File: src/rtl/m_stage_lsu_if.sv
// Data-bus bundle between the memory stage (master) and data memory (slave).
//
// Handshake: the master raises bus_req_o together with bus_we_o, bus_addr_o,
// bus_be_o and bus_wdata_o, and holds all of them stable for as long as
// bus_req_o is high. The slave completes the transfer with a single-cycle
// bus_ack_i; bus_rdata_i is only meaningful in that ack cycle. The master may
// withdraw a request without an ack (timeout abort or reset), so the slave must
// not assume that every request it sees will be completed.
interface m_stage_lsu_if;
    logic        bus_req_o;
    logic        bus_we_o;
    logic [31:0] bus_addr_o;
    logic [3:0]  bus_be_o;
    logic [31:0] bus_wdata_o;
    logic        bus_ack_i;
    logic [31:0] bus_rdata_i;

    modport master (
        output bus_req_o,
        output bus_we_o,
        output bus_addr_o,
        output bus_be_o,
        output bus_wdata_o,
        input  bus_ack_i,
        input  bus_rdata_i
    );

    modport slave (
        input  bus_req_o,
        input  bus_we_o,
        input  bus_addr_o,
        input  bus_be_o,
        input  bus_wdata_o,
        output bus_ack_i,
        output bus_rdata_i
    );
endinterface

File: src/rtl/m_stage_lsu.sv
// Memory stage of the 5-stage MIPS pipeline. Holds the E/M pipeline register,
// screens loads/stores for address exceptions, runs one req/ack data-bus
// transfer per legal memory op (with a wait-state timeout), and produces the
// aligned, extended load result for write-back. The upstream stages are frozen
// while a transfer is outstanding.
module m_stage_lsu #(
    parameter logic [31:0] DM_BASE     = 32'h0000_0000,
    parameter logic [31:0] DM_LIMIT    = 32'h0000_2FFF,
    parameter int unsigned TIMEOUT_CYC = 16
) (
    input  logic          clk,
    input  logic          reset,
    input  logic          flush_i,
    input  logic [31:0]   Instr_E_I,
    input  logic [31:0]   PC_E_I,
    input  logic [31:0]   ALURS_E_I,
    input  logic [31:0]   WD_E_I,
    input  logic          RFWr_E_I,
    input  logic [4:0]    DstE_E_I,
    input  logic [8:2]    ExCode_E_I,
    m_stage_lsu_if.master bus,
    output logic [31:0]   Instr_M_O,
    output logic [31:0]   PC_M_O,
    output logic [31:0]   ALURS_M_O,
    output logic          RFWr_M_O,
    output logic [4:0]    DstM_M_O,
    output logic [31:0]   RD_M_O,
    output logic [8:2]    ExCode_M_O,
    output logic          Stall_M_O,
    output logic [1:0]    dbg_state_o
);

    typedef enum logic [1:0] {
        ST_IDLE   = 2'd0,
        ST_ACCESS = 2'd1,
        ST_DONE   = 2'd2
    } state_e;

    typedef enum logic [1:0] {
        SZ_NONE = 2'd0,
        SZ_BYTE = 2'd1,
        SZ_HALF = 2'd2,
        SZ_WORD = 2'd3
    } size_e;

    typedef struct packed {
        logic  ld;
        logic  st;
        size_e size;
        logic  sext;
    } mem_op_t;

    localparam logic [5:0] OP_LB  = 6'b100000;
    localparam logic [5:0] OP_LH  = 6'b100001;
    localparam logic [5:0] OP_LW  = 6'b100011;
    localparam logic [5:0] OP_LBU = 6'b100100;
    localparam logic [5:0] OP_LHU = 6'b100101;
    localparam logic [5:0] OP_SB  = 6'b101000;
    localparam logic [5:0] OP_SH  = 6'b101001;
    localparam logic [5:0] OP_SW  = 6'b101011;

    localparam logic [4:0] EXC_ADEL = 5'd4;
    localparam logic [4:0] EXC_ADES = 5'd5;
    localparam logic [4:0] EXC_DBE  = 5'd7;

    // Counter value seen in the last ACCESS cycle allowed before abort.
    localparam logic [7:0] CNT_LAST = 8'(TIMEOUT_CYC - 1);

    function automatic mem_op_t decode_op(input logic [5:0] opc);
        mem_op_t d;
        d = '{ld: 1'b0, st: 1'b0, size: SZ_NONE, sext: 1'b0};
        case (opc)
            OP_LB:   d = '{ld: 1'b1, st: 1'b0, size: SZ_BYTE, sext: 1'b1};
            OP_LBU:  d = '{ld: 1'b1, st: 1'b0, size: SZ_BYTE, sext: 1'b0};
            OP_LH:   d = '{ld: 1'b1, st: 1'b0, size: SZ_HALF, sext: 1'b1};
            OP_LHU:  d = '{ld: 1'b1, st: 1'b0, size: SZ_HALF, sext: 1'b0};
            OP_LW:   d = '{ld: 1'b1, st: 1'b0, size: SZ_WORD, sext: 1'b0};
            OP_SB:   d = '{ld: 1'b0, st: 1'b1, size: SZ_BYTE, sext: 1'b0};
            OP_SH:   d = '{ld: 1'b0, st: 1'b1, size: SZ_HALF, sext: 1'b0};
            OP_SW:   d = '{ld: 1'b0, st: 1'b1, size: SZ_WORD, sext: 1'b0};
            default: ;
        endcase
        return d;
    endfunction

    // ------------------------------------------------------------------
    // E-side screening: decode, address checks, final exception code
    // ------------------------------------------------------------------
    mem_op_t    e_op;
    logic       e_is_mem;
    logic       e_misalign;
    logic       e_out_of_range;
    logic       e_addr_exc;
    logic       e_start;
    logic [8:2] e_excode;

    // Classify the incoming op and decide whether it may touch the bus.
    always_comb begin
        e_op       = decode_op(Instr_E_I[31:26]);
        e_is_mem   = e_op.ld | e_op.st;
        e_misalign = ((e_op.size == SZ_WORD) && (ALURS_E_I[1:0] != 2'b00)) ||
                     ((e_op.size == SZ_HALF) && ALURS_E_I[0]);
        // Offsetting by the base folds both bounds into one unsigned compare:
        // addresses below the base wrap to huge values.
        e_out_of_range = (ALURS_E_I - DM_BASE) > (DM_LIMIT - DM_BASE);
        // An exception already raised upstream has priority and is untouched.
        e_addr_exc = e_is_mem && !ExCode_E_I[7] && (e_misalign || e_out_of_range);
        e_excode   = ExCode_E_I;
        if (e_addr_exc) begin
            e_excode = {ExCode_E_I[8], 1'b1, e_op.st ? EXC_ADES : EXC_ADEL};
        end
        e_start = e_is_mem && !ExCode_E_I[7] && !e_addr_exc && !flush_i;
    end

    // ------------------------------------------------------------------
    // Bus FSM
    // ------------------------------------------------------------------
    state_e     state_q;
    state_e     state_d;
    logic [7:0] cnt_q;
    logic [7:0] cnt_d;
    logic       ack_hit;
    logic       timeout_hit;
    logic       access;
    logic       advance;

    assign access  = (state_q == ST_ACCESS);
    assign advance = !access;

    // State and wait-cycle counter registers.
    always_ff @(posedge clk) begin
        if (!reset) begin
            state_q <= ST_IDLE;
            cnt_q   <= '0;
        end else begin
            state_q <= state_d;
            cnt_q   <= cnt_d;
        end
    end

    // Next state: start on a legal op, finish on ack, abort on timeout.
    always_comb begin
        state_d     = state_q;
        cnt_d       = cnt_q;
        ack_hit     = 1'b0;
        timeout_hit = 1'b0;
        case (state_q)
            ST_IDLE, ST_DONE: begin
                cnt_d   = '0;
                state_d = e_start ? ST_ACCESS : ST_IDLE;
            end
            ST_ACCESS: begin
                cnt_d = cnt_q + 8'd1;
                // Ack is tested first so it wins over a same-cycle timeout.
                if (bus.bus_ack_i) begin
                    ack_hit = 1'b1;
                    state_d = ST_DONE;
                end else if (cnt_q == CNT_LAST) begin
                    timeout_hit = 1'b1;
                    state_d     = ST_DONE;
                end
            end
            default: state_d = ST_IDLE;
        endcase
    end

    // ------------------------------------------------------------------
    // E/M pipeline register
    // ------------------------------------------------------------------
    logic [31:0] instr_q;
    logic [31:0] pc_q;
    logic [31:0] alurs_q;
    logic [31:0] wd_q;
    logic [31:0] rdata_q;
    logic        rfwr_q;
    logic [4:0]  dst_q;
    logic [8:2]  excode_q;
    mem_op_t     m_op_q;

    // Load from E when not stalled; otherwise capture read data or a bus error.
    always_ff @(posedge clk) begin
        if (!reset) begin
            instr_q  <= '0;
            pc_q     <= '0;
            alurs_q  <= '0;
            wd_q     <= '0;
            rdata_q  <= '0;
            rfwr_q   <= 1'b0;
            dst_q    <= '0;
            excode_q <= '0;
            m_op_q   <= '0;
        end else if (advance) begin
            rdata_q <= '0;
            if (flush_i) begin
                instr_q  <= '0;
                pc_q     <= '0;
                alurs_q  <= '0;
                wd_q     <= '0;
                rfwr_q   <= 1'b0;
                dst_q    <= '0;
                excode_q <= '0;
                m_op_q   <= '0;
            end else begin
                instr_q  <= Instr_E_I;
                pc_q     <= PC_E_I;
                alurs_q  <= ALURS_E_I;
                wd_q     <= WD_E_I;
                rfwr_q   <= RFWr_E_I;
                dst_q    <= DstE_E_I;
                excode_q <= e_excode;
                m_op_q   <= e_op;
            end
        end else begin
            if (ack_hit) begin
                rdata_q <= bus.bus_rdata_i;
            end
            if (timeout_hit) begin
                excode_q <= {excode_q[8], 1'b1, EXC_DBE};
            end
        end
    end

    // ------------------------------------------------------------------
    // Bus drive: everything derives from the held E/M register, so it stays
    // stable for the whole ACCESS period and is quiet outside it.
    // ------------------------------------------------------------------
    // Byte enables and lane-replicated store data for the current op.
    always_comb begin
        bus.bus_req_o   = access;
        bus.bus_we_o    = access & m_op_q.st;
        bus.bus_addr_o  = access ? {alurs_q[31:2], 2'b00} : 32'd0;
        bus.bus_be_o    = 4'b0000;
        bus.bus_wdata_o = 32'd0;
        if (access) begin
            case (m_op_q.size)
                SZ_BYTE: begin
                    bus.bus_be_o    = 4'b0001 << alurs_q[1:0];
                    bus.bus_wdata_o = {4{wd_q[7:0]}};
                end
                SZ_HALF: begin
                    bus.bus_be_o    = alurs_q[1] ? 4'b1100 : 4'b0011;
                    bus.bus_wdata_o = {2{wd_q[15:0]}};
                end
                SZ_WORD: begin
                    bus.bus_be_o    = 4'b1111;
                    bus.bus_wdata_o = wd_q;
                end
                default: ;
            endcase
            if (!m_op_q.st) begin
                bus.bus_wdata_o = 32'd0;
            end
        end
    end

    // ------------------------------------------------------------------
    // Load data alignment and extension (little-endian lanes)
    // ------------------------------------------------------------------
    logic [7:0]  ld_byte;
    logic [15:0] ld_half;

    // Select the addressed lane and extend it; zero for anything but a clean load.
    always_comb begin
        case (alurs_q[1:0])
            2'd0:    ld_byte = rdata_q[7:0];
            2'd1:    ld_byte = rdata_q[15:8];
            2'd2:    ld_byte = rdata_q[23:16];
            default: ld_byte = rdata_q[31:24];
        endcase
        ld_half = alurs_q[1] ? rdata_q[31:16] : rdata_q[15:0];
        RD_M_O  = 32'd0;
        if (m_op_q.ld && !excode_q[7]) begin
            case (m_op_q.size)
                SZ_BYTE: RD_M_O = {{24{m_op_q.sext & ld_byte[7]}}, ld_byte};
                SZ_HALF: RD_M_O = {{16{m_op_q.sext & ld_half[15]}}, ld_half};
                SZ_WORD: RD_M_O = rdata_q;
                default: RD_M_O = 32'd0;
            endcase
        end
    end

    assign Instr_M_O   = instr_q;
    assign PC_M_O      = pc_q;
    assign ALURS_M_O   = alurs_q;
    assign RFWr_M_O    = rfwr_q & ~excode_q[7];
    assign DstM_M_O    = dst_q;
    assign ExCode_M_O  = excode_q;
    assign Stall_M_O   = access;
    assign dbg_state_o = state_q;

endmodule

File: src/flat_wrapper.sv
// flat-port wrapper written by rule: the top's interface ports become plain ports
module m_stage_lsu_flat 
#(
    parameter logic [31:0] DM_BASE     = 32'h0000_0000,
    parameter logic [31:0] DM_LIMIT    = 32'h0000_2FFF,
    parameter int unsigned TIMEOUT_CYC = 16
)
  (clk, reset, flush_i, Instr_E_I, PC_E_I, ALURS_E_I, WD_E_I, RFWr_E_I, DstE_E_I, ExCode_E_I, Instr_M_O, PC_M_O, ALURS_M_O, RFWr_M_O, DstM_M_O, RD_M_O, ExCode_M_O, Stall_M_O, dbg_state_o, bus_bus_req_o, bus_bus_we_o, bus_bus_addr_o, bus_bus_be_o, bus_bus_wdata_o, bus_bus_ack_i, bus_bus_rdata_i);
  m_stage_lsu_if bus_i ();
  input  logic clk;
  input  logic reset;
  input  logic flush_i;
  input  logic [31:0] Instr_E_I;
  input  logic [31:0] PC_E_I;
  input  logic [31:0] ALURS_E_I;
  input  logic [31:0] WD_E_I;
  input  logic RFWr_E_I;
  input  logic [4:0] DstE_E_I;
  input  logic [8:2] ExCode_E_I;
  output logic [31:0] Instr_M_O;
  output logic [31:0] PC_M_O;
  output logic [31:0] ALURS_M_O;
  output logic RFWr_M_O;
  output logic [4:0] DstM_M_O;
  output logic [31:0] RD_M_O;
  output logic [8:2] ExCode_M_O;
  output logic Stall_M_O;
  output logic [1:0] dbg_state_o;
  output wire logic [$bits(bus_i.bus_req_o)-1:0] bus_bus_req_o;
  output wire logic [$bits(bus_i.bus_we_o)-1:0] bus_bus_we_o;
  output wire logic [$bits(bus_i.bus_addr_o)-1:0] bus_bus_addr_o;
  output wire logic [$bits(bus_i.bus_be_o)-1:0] bus_bus_be_o;
  output wire logic [$bits(bus_i.bus_wdata_o)-1:0] bus_bus_wdata_o;
  input wire logic [$bits(bus_i.bus_ack_i)-1:0] bus_bus_ack_i;
  input wire logic [$bits(bus_i.bus_rdata_i)-1:0] bus_bus_rdata_i;
  assign bus_bus_req_o = bus_i.bus_req_o;
  assign bus_bus_we_o = bus_i.bus_we_o;
  assign bus_bus_addr_o = bus_i.bus_addr_o;
  assign bus_bus_be_o = bus_i.bus_be_o;
  assign bus_bus_wdata_o = bus_i.bus_wdata_o;
  assign bus_i.bus_ack_i = bus_bus_ack_i;
  assign bus_i.bus_rdata_i = bus_bus_rdata_i;
  m_stage_lsu #(.DM_BASE(DM_BASE), .DM_LIMIT(DM_LIMIT), .TIMEOUT_CYC(TIMEOUT_CYC)) u_core (.clk(clk), .reset(reset), .flush_i(flush_i), .Instr_E_I(Instr_E_I), .PC_E_I(PC_E_I), .ALURS_E_I(ALURS_E_I), .WD_E_I(WD_E_I), .RFWr_E_I(RFWr_E_I), .DstE_E_I(DstE_E_I), .ExCode_E_I(ExCode_E_I), .bus(bus_i), .Instr_M_O(Instr_M_O), .PC_M_O(PC_M_O), .ALURS_M_O(ALURS_M_O), .RFWr_M_O(RFWr_M_O), .DstM_M_O(DstM_M_O), .RD_M_O(RD_M_O), .ExCode_M_O(ExCode_M_O), .Stall_M_O(Stall_M_O), .dbg_state_o(dbg_state_o));
endmodule
File: config.mk
export PLATFORM = sky130hd
export DESIGN_NAME = m_stage_lsu_flat
export DESIGN_NICKNAME = d
export VERILOG_FILES = /design/src/rtl/m_stage_lsu_if.sv /design/src/rtl/m_stage_lsu.sv /design/src/flat_wrapper.sv
export SDC_FILE = /design/constraint.sdc
export NUM_CORES = 1
export LEC_CHECK = 0
export ABC_CLOCK_PERIOD_IN_PS = 3300
export BUFFER_PORTS_ARGS = -buffer_cell sky130_fd_sc_hd__buf_2
export CAP_MARGIN = 10
export CORE_AREA = 4 4 150 152
export DETAILED_ROUTE_END_ITERATION = 7
export DIE_AREA = 0 0 154 156
export PLACE_DENSITY = 0.67
export SLEW_MARGIN = 20
export SYNTH_ARGS = -nofsm -noshare
export SYNTH_HDL_FRONTEND = slang
export SYNTH_SLANG_ARGS = --single-unit
export TNS_END_PERCENT = 50
File: constraint.sdc
create_clock -name clk -period 3.3 [get_ports clk]
set_clock_uncertainty 0.15 [all_clocks]
set_input_delay 0.66 -clock clk [delete_from_list [all_inputs] [get_ports clk]]
set_output_delay 0.66 -clock clk [all_outputs]
set_load 0.01 [all_outputs]
==> out/results.tsv, run 1 <==
stage	metric	value	unit
routing	first drt pass iteration count	5	
final_layout	multi-input gate area in the final layout	3700	µm²
logic_synthesis	main area contributors after synthesis	sky130_fd_sc_hd__dfxtp_1, sky130_fd_sc_hd__a22o_1, sky130_fd_sc_hd__nor2_1, sky130_fd_sc_hd__a21oi_1, sky130_fd_sc_hd__mux2_2	
logic_synthesis	leading post-synthesis cells by instance count	sky130_fd_sc_hd__dfxtp_1, sky130_fd_sc_hd__nor2_1, sky130_fd_sc_hd__a22o_1	
logic_synthesis	Post-synth EDFFs	0	
clocking	TritonCTS clock tree	built	
timing	number of pins with negative max-slew slack in the final report	0	
final_layout	register cell area after layout	3760	µm²
place	placed standard-cell area	9910	µm²
floorplanning	placeable core region	21000	µm²
timing	slew at the pin closest to its max-slew limit	0.975	ns
clocking	hold buffers post-CTS	0	
setup_path	launching element type of the critical path	register	
logic_synthesis	share of async-settable or async-resettable flops after synthesis	0	%
logic_synthesis	number of distinct standard cells referenced by the synthesized netlist	56	
setup_path	critical path endpoint category	primary output	
floorplanning	Initial Utilization	37.2	%
timing	normalized max-slew margin	35.0	%
logic_synthesis	most instantiated flip-flop cell in the synthesis netlist	sky130_fd_sc_hd__dfxtp_1	
floorplanning	die outline area	24000	µm²
min_path	Hold Crit Endpoint	u_core.PC_M_O[3]	
run	max-capacitance violation count	0	
routing	average routed wire per standard cell	19.1	µm
timing	min Tclk post-route	3.09	ns
timing	final setup fails	0	
routing	remaining design rule violation count	0	
setup_path	depth of the worst register-to-register path	7	
place	final estimated routing congestion in global placement	0.910	
logic_synthesis	number of register bits inferred by synthesis	188	
global_routing	via count of the first global-routing pass	7360	
floorplanning	height of the chip	156	µm
clocking	worst-skew pair later-pin latency	0.42	ns
logic_synthesis	synthesized cell area	7810	µm²
global_routing	gr ovfl total	0	
place	hpwl dp	21300	µm
pwr	leak pwr	0.00501	µW
setup_path	capture instance of the worst register-to-register path	u_core.ALURS_M_O[1]	
place	Port Buf Inserts	388	
clocking	CTS root buf	sky130_fd_sc_hd__clkbuf_16	
routing	routed via count	7655	
min_path	Worst Min Path Start	PC_E_I[3]	
setup_path	setup slack, reg-to-reg	1.03	ns
routing	via density per instance	5.16	
logic_synthesis	area share of the leading cell type in the synthesized netlist	48.2	%
global_routing	antenna violations before repair	5	
floorplanning	x dimension of the die	154	µm
global_routing	Global Route Usage Sum	22.1	%
final_layout	Post-Layout Inst Area	10500	µm²
final_layout	layout overhead on the synthesized area	34.7	%
min_path	cell depth of the worst min-delay path	2	
final_layout	number of filler instances in the final layout	2066	
floorplanning	Std-Cell Rows	53	
global_routing	wire length of the first global-routing pass	42200	µm
clocking	deepest clock path buffer count	2	
outcome	run status	complete, no violations	
logic_synthesis	leading cell type by number of instances after synthesis	sky130_fd_sc_hd__dfxtp_1	
routing	number of DRC markers in iteration 0	541	
setup_path	data arrival time of the critical path	2.28	ns
setup_path	CP Max Fanout	32	
setup_path	Worst Path Required	2.49	ns
final_layout	fraction of layout cells with a size suffix above 1	40.4	%
logic_synthesis	portion of the post-synthesis area used by sequential elements	48.2	%
clocking	total number of H-tree levels	4	
pwr	power per unit of standard cell area	452	nW/µm²
clocking	clock net sink count	188	
logic_synthesis	cell taking the most area after synthesis	sky130_fd_sc_hd__dfxtp_1	
final_layout	NumNets Final	1369	
setup_path	worst setup path category	reg2out	
setup_path	Crit Reg-Reg Startpoint	u_core.dbg_state_o[1]	
pwr	VDD IR-drop max	0.303	mV
global_routing	largest net degree at the start of global routing	87	
timing	final hold violation count	0	
timing	unrepaired setup endpoints after global routing	no	
logic_synthesis	number of warnings printed during yosys synthesis	0	
routing	final antenna-violating net count	0	
timing	setup_tns	0	ns
clocking	Reg clk slew, reported paths	0.08	ns
min_path	kind of path behind the tightest hold check	in2reg	
clocking	number of buffers created by CTS	17	
timing	highest achievable clock rate	324	MHz
logic_synthesis	Mapped Cells	840	
timing	final worst path period share	93.5	%
routing	total length of routed wires	28400	µm
logic_synthesis	per-instance average area after synthesis	9.30	µm²
floorplanning	count of pins on the block boundary	391	
-- critical path: stages, from the launching register on --
cell                      delay, ns
sky130_fd_sc_hd__dfxtp_1       0.53
sky130_fd_sc_hd__nor2_1        0.11
sky130_fd_sc_hd__or3b_1        0.76
sky130_fd_sc_hd__a21oi_1       0.28
sky130_fd_sc_hd__buf_2         0.17
-- report_power, final --
group / total, µW / internal, µW / switching [µW]
Sequential: 2380 / 2340 / 44.3
Combinational: 378 / 181 / 197
Clock: 2000 / 1010 / 986
-- kinds of logic after synthesis --
logic type	count (synthesis)	synth area share, %
buf+inv	80	4.84
other cells	1	0.0480
xor+xnor	9	1.01
compound gates	261	24.3
fa+ha+maj	1	0.160
flops	188	48.2
simple gates	266	15.6
mux	34	5.88
-- layout make-up --
cell class / count / area share [%]
flip-flops and latches: 188 / 35.8
inverters: 5 / 0.178
clock inverters: 14 / 1.39
well taps: 275 / 3.27
clock buffers: 18 / 4.08
repair buffers: 406 / 20.1
diodes: 4 / 0.0951
multi-input cells: 573 / 35.1
-- worst max path at each step --
stage	end	depth (start not counted)	start
6_report	RD_M_O[14]	4	u_core.m_op_q[1]
5_1_grt	RD_M_O[12]	7	u_core.ALURS_M_O[1]
4_1_cts	RD_M_O[18]	7	u_core.ALURS_M_O[1]
3_5_place_dp	RD_M_O[18]	7	u_core.ALURS_M_O[1]
3_3_place_gp	RD_M_O[21]	7	u_core.ALURS_M_O[1]
2_1_floorplan	RD_M_O[3]	7	u_core.ALURS_M_O[1]
-- state kept, by name (all words and copies together) (netlist names) --
name,count
u_core.DstM_M_O,5
u_core.rdata_q,32
u_core.ALURS_M_O,32
u_core.m_op_q,5
u_core.rfwr_q,1
u_core.dbg_state_o,2
u_core.PC_M_O,32
u_core.Instr_M_O,32
u_core.wd_q,32
u_core.ExCode_M_O,7
u_core.cnt_q,8
-- repair_timing --
item                       in CTS  in global routing
setup buffers                   0                  1
resized for setup               0                  1
setup endpoints to repair       0                 16
-- metal layers --
| layer | global-route usage [%] | share of wire [%] |
|---|---|---|
| met5 | 0 | 0.074 |
| met2 | 37.5 | 49 |
| met3 | 7.43 | 8.3 |
| met1 | 26.7 | 40 |
| met4 | 6.90 | 2.1 |
-- stage by stage --
stage          power [µW]  worst slack, ns  hold slack (ns)  std cells  utilization (%)
3_5_place_dp         2810            0.493            0.306       1446             47.1
4_1_cts              4820           0.0154            0.257       1478             49.9
2_1_floorplan        2600            0.937            0.291        841                -
5_1_grt              4960           0.0512            0.261       1482             50.1
6_report             4760            0.214            0.282       1483             50.1
3_3_place_gp         2810            0.593            0.300       1446             47.1
-- cells in the final DEF (no fill, tap or decap), drive strengths merged, types with 4 or more instances in the layout --
cell type / n
a21oi: 82
nand2: 58
nand2b: 4
a22o: 104
clkbuf: 18
nor2b: 7
inv: 11
mux4: 7
and2: 40
a211oi: 34
nor2: 135
clkinv: 8
mux2: 25
dfxtp: 188
a22oi: 15
nor4: 4
nand3: 4
diode: 4
o21ai: 14
buf: 406
xnor2: 6
Note: power is estimated with default switching activity, not from simulation.
==> run 2: changes to the inputs <==
--- a/config.mk
+++ b/config.mk
@@ -7,7 +7,6 @@
 export LEC_CHECK = 0
 export ABC_CLOCK_PERIOD_IN_PS = 3300
 export BUFFER_PORTS_ARGS = -buffer_cell sky130_fd_sc_hd__buf_2
-export CAP_MARGIN = 10
 export CORE_AREA = 4 4 150 152
 export DETAILED_ROUTE_END_ITERATION = 7
 export DIE_AREA = 0 0 154 156
==> constraint.sdc (replaced) <==
create_clock -name clk -period 3.3 [get_ports clk]
set_clock_uncertainty 0.15 [all_clocks]
set_input_delay 0.825 -clock clk [delete_from_list [all_inputs] [get_ports clk]]
set_output_delay 0.825 -clock clk [all_outputs]
set_load 0.01 [all_outputs]
==> run 2 against run 1 <==
Compared with the run above:
- first-iteration DRC count decreased by 22%
- final cell count unchanged
- sequential power about the same
- combinational power about the same
- die area unchanged
- register-to-register slack improved by 0.04 ns
- global-route usage decreased by 0.35 points
- final area about the same
- clock power increased by 3%
- critical path depth increased by 1
- routed wire length decreased by 1.6%
- flip-flop and latch count unchanged
- largest cell class unchanged
- highest routed layer unchanged
==> out/results.tsv, run 2 (synthesized netlist as in run 1, its figures left out) <==
stage	metric	value	unit	change
pwr	total power consumption of the routed design	4810	µW	+1.2%
pwr	internal power contribution	3620	µW	+2.5%
clocking	deepest clock path buffer count	2		unchanged
place	Port Buf Inserts	388		unchanged
floorplanning	height of the chip	156	µm	unchanged
routing	remaining design rule violation count	0		unchanged
setup_path	worst setup path category	reg2out		
floorplanning	Initial Utilization	37.2	%	unchanged
setup_path	critical path endpoint category	primary output		
global_routing	antenna violations before repair	6		+1
outcome	run status	complete, no violations		
final_layout	fraction of layout cells with a size suffix above 1	40.6	%	+0.12 points
place	final estimated routing congestion in global placement	0.904		-0.66%
floorplanning	x dimension of the die	154	µm	unchanged
global_routing	wire length of the first global-routing pass	42000	µm	-0.34%
setup_path	setup slack, reg-to-reg	1.07	ns	+0.04 ns
final_layout	multi-input gate area in the final layout	3710	µm²	+0.34%
clocking	hold buffers post-CTS	0		unchanged
setup_path	Crit Reg-Reg Startpoint	u_core.dbg_state_o[1]		
setup_path	CP Max Fanout	16		-50%
routing	first drt pass iteration count	7		+2
min_path	Worst Min Path Start	u_core.ExCode_M_O[5]		
pwr	VDD IR-drop max	0.285	mV	-5.9%
setup_path	highest cell delay on the worst timing path	0.45	ns	-0.31 ns
clocking	total number of H-tree levels	4		unchanged
place	placed standard-cell area	9910	µm²	unchanged
routing	average routed wire per standard cell	18.8	µm	-1.6%
timing	final worst path period share	96.2	%	+2.7 points
timing	highest achievable clock rate	315	MHz	-2.8%
final_layout	Post-Layout Inst Area	10500	µm²	about the same
clocking	CTS root buf	sky130_fd_sc_hd__clkbuf_16		
pwr	NetSw	1190	µW	-2.6%
pwr	switching share of power	24.8	%	-0.96 points
clocking	clock net sink count	188		unchanged
setup_path	Crit-path slowest cell	sky130_fd_sc_hd__dfxtp_1		
timing	unrepaired setup endpoints after global routing	no		
timing	min Tclk post-route	3.18	ns	+0.0899 ns
routing	routed via count	7648		-0.091%
clocking	worst-skew pair later-pin latency	0.41	ns	about the same
pwr	leak pwr	0.00501	µW	-0.10%
global_routing	Global Route Usage Sum	21.8	%	-0.35 points
setup_path	depth of the worst register-to-register path	7		unchanged
pwr	sequential cell fraction of total power	49.5	%	-0.6 points
clocking	Setup Fix Bufs, Post-CTS	0		unchanged
setup_path	cell chain of the critical path	mux2_2 > o211a_1 > o21ai_4 > a21oi_1 > buf_2		
timing	number of pins with negative max-slew slack in the final report	0		unchanged
min_path	kind of path behind the tightest hold check	reg2reg		
global_routing	gr ovfl total	0		unchanged
global_routing	largest net degree at the start of global routing	108		+24%
final_layout	number of filler instances in the final layout	2050		-0.77%
min_path	cell depth of the worst min-delay path	1		-1
routing	final antenna-violating net count	0		unchanged
pwr	part of the total power dissipated in the clock network	42.7	%	+0.7 points
setup_path	capture instance of the worst register-to-register path	u_core.ALURS_M_O[1]		
pwr	power per unit of standard cell area	457	nW/µm²	+1.1%
final_layout	commonest non-fill, non-tap cell in the layout	sky130_fd_sc_hd__buf_2		
setup_path	data arrival time of the critical path	2.20	ns	-0.08 ns
global_routing	via count of the first global-routing pass	7483		+1.7%
timing	setup_tns	0	ns	unchanged
clocking	TritonCTS clock tree	built		
final_layout	layout overhead on the synthesized area	34.7	%	about the same
routing	total length of routed wires	27900	µm	-1.6%
floorplanning	count of pins on the block boundary	391		unchanged
final_layout	NumNets Final	1368		-0.073%
final_layout	commonest non-fill, non-tap cells in the layout	sky130_fd_sc_hd__buf_2, sky130_fd_sc_hd__dfxtp_1, sky130_fd_sc_hd__nor2_1		
timing	slew at the pin closest to its max-slew limit	1.02	ns	+0.0475 ns
final_layout	register cell area after layout	3760	µm²	unchanged
clocking	Reg clk slew, reported paths	0.07	ns	about the same
setup_path	Worst Path Required	2.32	ns	-0.17 ns
clocking	number of buffers created by CTS	17		unchanged
pwr	combinational group share of total power	7.9	%	about the same
routing	via density per instance	5.16		about the same
setup_path	launching element type of the critical path	register		
timing	final hold violation count	0		unchanged
setup_path	beginning of the critical path	u_core.ALURS_M_O[1]		
floorplanning	placeable core region	21000	µm²	unchanged
floorplanning	Std-Cell Rows	53		unchanged
floorplanning	die outline area	24000	µm²	unchanged
timing	final setup fails	0		unchanged
routing	number of DRC markers in iteration 0	423		-22%
min_path	Hold Crit Endpoint	u_core.ExCode_M_O[5]		
place	hpwl dp	21100	µm	-0.93%
run	max-capacitance violation count	0		unchanged
timing	normalized max-slew margin	31.9	%	-3.2 points
run 2: changes by cell type in the layout (fill, tap and decap cells not counted), sizes merged:
cell / change
clkinv: -5
inv: +3
buf: -1
bufinv: +1
clkbuf: +1
diode: +1
run 2: layer usage:
metal	part of all wire, %	vias up	GRT usage [%]
met5	0.093	-	0
met3	8.9	38	7.10
met1	40	3547	26.6
li1	-	3708	-
met2	49	351	36.7
met4	1.9	4	6.90
run 2: cell type report:
class                           count  share of cell area [%]
Multi-Input combinational cell    573                    35.2
Tap cell                          275                    3.27
Clock buffer                       19                    4.21
Inverter                            5                   0.178
Clock inverter                     13                    1.35
Timing Repair Buffer              405                    19.9
Sequential cell                   188                    35.7
Antenna cell                        5                   0.119
run 2: metrics by stage:
step | hold slack, ns | setup WS [ns] | util, % | instances
detailed placement | 0.305 | 0.407 | 47.1 | 1446
finish | 0.318 | 0.124 | 50.1 | 1483
global route | 0.341 | 0.000818 | 50.1 | 1482
global placement | 0.301 | 0.522 | 47.1 | 1446
floorplan | 0.291 | 0.772 | - | 841
CTS | 0.327 | 0.0970 | 50.0 | 1478
run 2: worst max-delay path, delay by kind of cell, from the launching register on:
kind	cells	cell delay, ns
compound gates	3	0.79
flops	1	0.45
mux	1	0.37
buf+inv	1	0.19
run 2: power groups by stage:
stage | Combinational (µW) | Clock (µW) | Sequential, µW
4_1_cts | 380 | 2120 | 2380
2_1_floorplan | 151 | 0 | 2450
5_1_grt | 414 | 2200 | 2390
3_3_place_gp | 376 | 0 | 2430
3_5_place_dp | 380 | 0 | 2430
6_report | 379 | 2050 | 2380
run 2: what timing repair did:
item                       in CTS  in global routing
setup endpoints to repair      16                 10
gates resized for setup         1                  2
pin swaps                       0                  1
run 2: how the worst max path moves through the flow:
stage / slack, ns / to
after global routing: 0.0008 / RD_M_O[23]
after floorplan: 0.77 / RD_M_O[3]
after detailed placement: 0.41 / RD_M_O[16]
after global placement: 0.52 / RD_M_O[31]
after CTS: 0.1 / RD_M_O[16]
final: 0.12 / RD_M_O[16]
